==> src/rtl/sign_pkg.sv <==
// Shared light-controller definitions: colour codes, FSM states and sizing helpers.
package sign_pkg;

  localparam logic [1:0] RED    = 2'd0;
  localparam logic [1:0] YELLOW = 2'd1;
  localparam logic [1:0] GREEN  = 2'd2;

  typedef enum logic [2:0] {
    HG  = 3'd0,
    HY  = 3'd1,
    AR1 = 3'd2,
    SG  = 3'd3,
    SY  = 3'd4,
    AR2 = 3'd5
  } state_t;

  // Width of a side index; a single side still needs one bit.
  function automatic int sel_w(input int n);
    return (n > 1) ? $clog2(n) : 1;
  endfunction

  function automatic int max2(input int a, input int b);
    return (a > b) ? a : b;
  endfunction

endpackage

==> src/rtl/rr_pick.sv <==
// Round-robin requester search: first set bit of req at or after ptr, wrapping.
module rr_pick import sign_pkg::*; #(
  parameter int NUM_SIDE = 3
) (
  input  logic [NUM_SIDE-1:0]        req,
  input  logic [sel_w(NUM_SIDE)-1:0] ptr,
  output logic                       found,
  output logic [sel_w(NUM_SIDE)-1:0] idx
);

  localparam int SW = sel_w(NUM_SIDE);

  logic [NUM_SIDE-1:0] rot;
  logic [SW-1:0]       off;
  logic [SW:0]         sum;

  // rot[i] is the request of side (ptr+i) mod NUM_SIDE
  assign rot = NUM_SIDE'({req, req} >> ptr);

  always_comb begin
    found = 1'b0;
    off   = '0;
    for (int i = NUM_SIDE - 1; i >= 0; i--) begin
      if (rot[i]) begin
        found = 1'b1;
        off   = SW'(i);
      end
    end
    sum = {1'b0, ptr} + {1'b0, off};
    idx = (sum >= (SW+1)'(NUM_SIDE)) ? SW'(sum - (SW+1)'(NUM_SIDE)) : SW'(sum);
  end

endmodule

==> src/rtl/multi_sign_contr.sv <==
// Highway / multi-side-road light controller: Moore FSM with per-state cycle timer
// and round-robin selection of the side road to serve.
module multi_sign_contr import sign_pkg::*; #(
  parameter int NUM_SIDE       = 3,
  parameter int Y2RDELAY       = 3,
  parameter int R2GDELAY       = 2,
  parameter int MIN_GREEN      = 4,
  parameter int MAX_SIDE_GREEN = 8
) (
  input  logic                         clock,
  input  logic                         clear,
  input  logic [NUM_SIDE-1:0]          X,
  output logic [1:0]                   hwy,
  output logic [2*NUM_SIDE-1:0]        cntry,
  output logic [sel_w(NUM_SIDE)-1:0]   sel
);

  localparam int SW   = sel_w(NUM_SIDE);
  localparam int TMAX = max2(max2(Y2RDELAY, R2GDELAY), max2(MIN_GREEN, MAX_SIDE_GREEN));
  localparam int TW   = $clog2(TMAX + 1);

  localparam logic [TW-1:0] TSAT = TW'(TMAX);
  localparam logic [TW-1:0] MG1  = TW'(MIN_GREEN - 1);
  localparam logic [TW-1:0] MX1  = TW'(MAX_SIDE_GREEN - 1);
  localparam logic [TW-1:0] Y1   = TW'(Y2RDELAY - 1);
  localparam logic [TW-1:0] R1   = TW'(R2GDELAY - 1);

  state_t        state, state_nxt;
  logic [TW-1:0] timer;
  logic [SW-1:0] ptr, pick;
  logic          found;

  rr_pick #(.NUM_SIDE(NUM_SIDE)) u_rr (
    .req   (X),
    .ptr   (ptr),
    .found (found),
    .idx   (pick)
  );

  always_ff @(posedge clock or negedge clear) begin
    if (!clear) begin
      state <= HG;
      timer <= '0;
      ptr   <= '0;
      sel   <= '0;
    end else begin
      state <= state_nxt;
      // timer saturates so an idle highway green never wraps
      if (state_nxt != state) timer <= '0;
      else if (timer != TSAT) timer <= timer + 1'b1;
      if (state == HG && state_nxt == HY) sel <= pick;
      if (state == AR2 && state_nxt == HG)
        ptr <= (sel == SW'(NUM_SIDE - 1)) ? '0 : sel + 1'b1;
    end
  end

  always_comb begin
    state_nxt = state;
    case (state)
      HG:  if (timer >= MG1 && found) state_nxt = HY;
      HY:  if (timer >= Y1) state_nxt = AR1;
      AR1: if (timer >= R1) state_nxt = SG;
      SG:  if ((timer >= MG1 && !X[sel]) || timer >= MX1) state_nxt = SY;
      SY:  if (timer >= Y1) state_nxt = AR2;
      AR2: if (timer >= R1) state_nxt = HG;
      default: state_nxt = HG;
    endcase
  end

  always_comb begin
    hwy   = RED;
    cntry = '0;
    case (state)
      HG: hwy = GREEN;
      HY: hwy = YELLOW;
      SG, SY: begin
        for (int k = 0; k < NUM_SIDE; k++)
          if (sel == SW'(k)) cntry[2*k +: 2] = (state == SG) ? GREEN : YELLOW;
      end
      default: hwy = RED;
    endcase
  end

endmodule

==> config.mk <==
export PLATFORM = sky130hd
export DESIGN_NAME = multi_sign_contr
export DESIGN_NICKNAME = d
export VERILOG_FILES = /design/src/rtl/sign_pkg.sv /design/src/rtl/rr_pick.sv /design/src/rtl/multi_sign_contr.sv
export SDC_FILE = /design/constraint.sdc
export NUM_CORES = 1
export LEC_CHECK = 0
export BUFFER_PORTS_ARGS = -buffer_cell sky130_fd_sc_hd__buf_2
export CAP_MARGIN = 10
export CORE_ASPECT_RATIO = 1.75
export CORE_MARGIN = 4
export CORE_UTILIZATION = 30
export CTS_CLUSTER_DIAMETER = 50
export DETAILED_ROUTE_END_ITERATION = 8
export GPL_TIMING_DRIVEN = 0
export PLACE_DENSITY = 0.54
export SLEW_MARGIN = 10
export SYNTH_ARGS = -nofsm -noshare
export SYNTH_HDL_FRONTEND = slang
export SYNTH_SLANG_ARGS = --single-unit
==> constraint.sdc <==
create_clock -name clock -period 3.1 [get_ports clock]
set_input_delay 0.775 -clock clock [delete_from_list [all_inputs] [get_ports clock]]
set_output_delay 0.775 -clock clock [all_outputs]
set_load 0.03 [all_outputs]
==> PnR_summary.wiki <==
{| class="wikitable"
! Metric !! Value
|-
| Routed wire length || 2370 microns
|-
| Horiz. Die Dim || just over 50 microns
|-
| Clk network pwr share || 11.8%
|-
| Buffers inserted during post-CTS setup optimization || 0
|-
| CP Launch Type || input port
|-
| Antenna violations before repair || 0
|-
| Fraction of layout cells with a size suffix above 1 || between 20% and 30%
|-
| Number of setup violations in the final report || 0
|-
| Iteration-0 DRC count of the detailed router || 31
|-
| DRT antenna net count || 0
|-
| IO buf count || 14
|-
| First-pass GRT wire length || 3960 microns
|-
| Transition time at the pin with the least slew margin || 450 ps
|-
| Cell area after layout || 0.00118 sq mm
|-
| Avg Synthesized Cell Area || 9.35 sq um
|-
| Top-area cell type share of the netlist area || a little over a quarter
|-
| Status || finished, final reports clean
|-
| Tcrit/Tclk final || 90.9%
|-
| Synthesized cell area || 0.00101 sq mm
|-
| Global-route congestion overflow total || 0
|-
| Reported leakage power || 0.500 nW
|-
| Switching share of power || around 49%
|-
| WL/cell || 14.0 microns
|-
| DRC errors left || 0
|-
| Max IR drop VDD || 0.433 mV
|-
| Number of synthesized register bits || 11
|-
| Post-placement setup slack || 55.6 ps
|-
| Die footprint || around 0.0044 sq mm
|-
| Fill cell total of the finished layout || 350
|-
| Area taken by multi-input logic gates || 669 sq um
|-
| Ys flop type || sky130_fd_sc_hd__dfrtp_1
|-
| Final critical delay including setup and external delays || about 2800 ps
|-
| Overall global routing resource usage || approximately an eighth
|-
| Nets || 140
|-
| Cell-internal power || about 0.65 mW
|-
| Layout overhead on the synthesized area || 16.7%
|-
| Number of clock sinks seen by CTS || 11
|-
| Antenna cells || 0
|-
| Clock H-tree levels || 1
|-
| Number of iterations in the first detailed-routing pass || 4
|-
| Number of standard cells in the final layout excluding fillers || 169
|-
| Number of distinct standard cells referenced by the synthesized netlist || 43
|-
| Number of top-level pins || 15
|-
| Effective utilization at floorplan || 31.5%
|-
| Setup TNS || 0 ps
|-
| Post-synth top area cell || sky130_fd_sc_hd__dfrtp_1
|-
| Height of the die || 84.7 microns
|-
| Setup repair after global routing missed its margin || false
|-
| Number of instances in the placed design || 165
|-
| Via count || 894
|-
| Portion of the post-synthesis area used by sequential elements || a little over a quarter
|-
| Post-layout util || 36.7%
|-
| Sequential cell area || 275 sq um
|-
| Largest fanout of any net on the critical path || 6
|-
| Sequential cell fraction of total power || 21.4%
|-
| Required time of the critical path || 3220 ps
|-
| Clk_lat worst skew || 240 ps
|-
| Final-report max-slew violation count || 0
|-
| Clk slew on worst S/H paths || 60 ps
|-
| # hold bufs at CTS || 0
|-
| Number of enable flip-flop cells after synthesis || 0
|-
| Root Buffer Master || sky130_fd_sc_hd__clkbuf_8
|-
| Power spent charging and discharging nets || ~0.6 mW
|-
| Number of placement rows || 27
|-
| Average vias per placed instance || 5.29
|-
| Final setup slack of the worst path || ~280 ps
|-
| Setup crit end kind || flip-flop
|-
| Syn Inst Count || 108
|-
| Combinational share of power || 66.9%
|-
| Largest clock skew in the final design || a little under 8 ps
|-
| Type of the worst min-delay path || in -> async
|-
| Pin count of the biggest net entering global routing || 12
|-
| Placement-stage cell area || 0.00113 sq mm
|-
| Highest achievable clock rate || 355 MHz
|-
| Async set-reset flop share out of synthesis || 100%
|-
| Yosys warning count || 0
|-
| Total power per unit cell area || 1070 mW/mm^2
|-
| Ranking of synthesized cells by area || sky130_fd_sc_hd__dfrtp_1 27%, sky130_fd_sc_hd__ha_1 8.7%, sky130_fd_sc_hd__a21oi_1 4.0%, sky130_fd_sc_hd__nand3b_1 3.7%, sky130_fd_sc_hd__nor2_1 3.0%
|-
| TritonCTS clock tree || built
|-
| CTS Buf Count || 3
|-
| Number of nets in the synthesized netlist || 121
|-
| Area of the core || ~0.0032 sq mm
|-
| Worst setup path category || in -> reg
|-
| Arrival time at the worst endpoint || 2940 ps
|-
| Max-cap violations || 0
|-
| Clk buf depth || 2
|-
| Number of endpoints with negative hold slack in the final report || 0
|-
| Vias in the first global route || between 800 and 900
|-
| CTS-repair resized insts || 0
|-
| Headroom to the max-slew limit || 69.9%
|-
| Global placement routability congestion || around 0.7
|-
| Final HPWL from detailed placement || 1870 microns
|}
==> cell usage in the layout, fill, tap and decap left out, types with 2 or more instances in the layout <==
cell and count:
sky130_fd_sc_hd__inv_1 7, sky130_fd_sc_hd__nor3b_1 3, sky130_fd_sc_hd__dfrtp_1 11, sky130_fd_sc_hd__clkbuf_8 3
sky130_fd_sc_hd__ha_1 7, sky130_fd_sc_hd__nand2_1 5, sky130_fd_sc_hd__nand3_1 3, sky130_fd_sc_hd__mux2_2 2
sky130_fd_sc_hd__nand2b_1 3, sky130_fd_sc_hd__nor3_1 5, sky130_fd_sc_hd__nor4_1 2, sky130_fd_sc_hd__nor4b_1 2
sky130_fd_sc_hd__o21ai_0 4, sky130_fd_sc_hd__xnor2_1 2, sky130_fd_sc_hd__mux2i_1 2, sky130_fd_sc_hd__nand3b_1 5
sky130_fd_sc_hd__nor2_1 8, sky130_fd_sc_hd__clkbuf_1 4, sky130_fd_sc_hd__buf_2 15, sky130_fd_sc_hd__buf_6 2
sky130_fd_sc_hd__a21oi_1 8
==> power by group through the flow <==
stage | registers, mW | clock network, mW | logic (mW)
global placement | 0.269 | 0 | 0.832
detailed placement | 0.272 | 0 | 0.844
floorplan | 0.277 | 0 | 0.657
finish | 0.269 | 0.149 | 0.842
CTS | 0.270 | 0.153 | 0.846
global route | 0.279 | 0.157 | 0.933
==> cells in the mapped netlist (all sizes together) (2+ instances only) <==
master / instances
nor2: 8
mux2i: 2
a21oi: 8
nor4: 3
o2bb2ai: 2
clkbuf: 3
nor4b: 3
nand2: 5
mux2: 2
xnor2: 2
nor3: 5
nand3b: 5
inv: 7
buf: 3
nor3b: 3
dfrtp: 11
nand3: 3
o21ai: 4
nand2b: 3
ha: 7
==> sequential cells by signal (all words and copies together), names as in the netlist <==
name and flops:
state 3, ptr 2, timer 4, sel 2
==> final timing paths <==
kind / from / endpoint / slack (ps) / cells past startpoint
min reg2reg: ptr[0] / ptr[0] / 640 / 2
max reg2reg: ptr[0] / sel[1] / 550 / 9
max in group asynchronous: clear / timer[2] / 2480 / 1
min in group clock: ptr[0] / ptr[0] / 640 / 2
min: clear / state[1] / 400 / 1
max: X[1] / sel[1] / 280 / 9
==> per-stage QoR <==
step	power, mW	hold WS, ps
floorplan	0.934	479
global placement	1.10	617
detailed placement	1.12	622
CTS	1.27	408
global route	1.37	418
finish	1.26	399
==> metal layers <==
layer  global-route usage (%)  part of all wire [%]
met5                        0                     0
met2                     21.1                    52
met3                     1.60                   2.8
met4                     7.40                   4.4
met1                     12.4                    40
==> cell families after synthesis <==
group / Yosys count / synth area share (%)
flops: 11 / 27.3
fa+ha+maj: 9 / 11.6
compound gates: 27 / 21.1
mux: 4 / 4.21
xor+xnor: 3 / 2.60
buf+inv: 13 / 6.44
simple gates: 41 / 26.8
==> final cells by class <==
type                    count  share of cell area, %
multi-input cells          84                   56.8
flip-flops and latches     11                   23.4
repair buffers             14                   5.94
well taps                  43                   4.56
clock buffers               4                   3.82
plain buffers               6                   3.29
inverters                   7                   2.23
==> worst max-delay path, stage by stage <==
cell	delay [ps]
sky130_fd_sc_hd__buf_2	160
sky130_fd_sc_hd__inv_1	70
sky130_fd_sc_hd__nor4b_1	300
sky130_fd_sc_hd__a31oi_1	70
sky130_fd_sc_hd__o2bb2ai_1	220
sky130_fd_sc_hd__fa_1	490
sky130_fd_sc_hd__ha_1	240
sky130_fd_sc_hd__o32a_1	350
sky130_fd_sc_hd__mux2_2	260
Note: power is estimated with default switching activity, not from simulation.
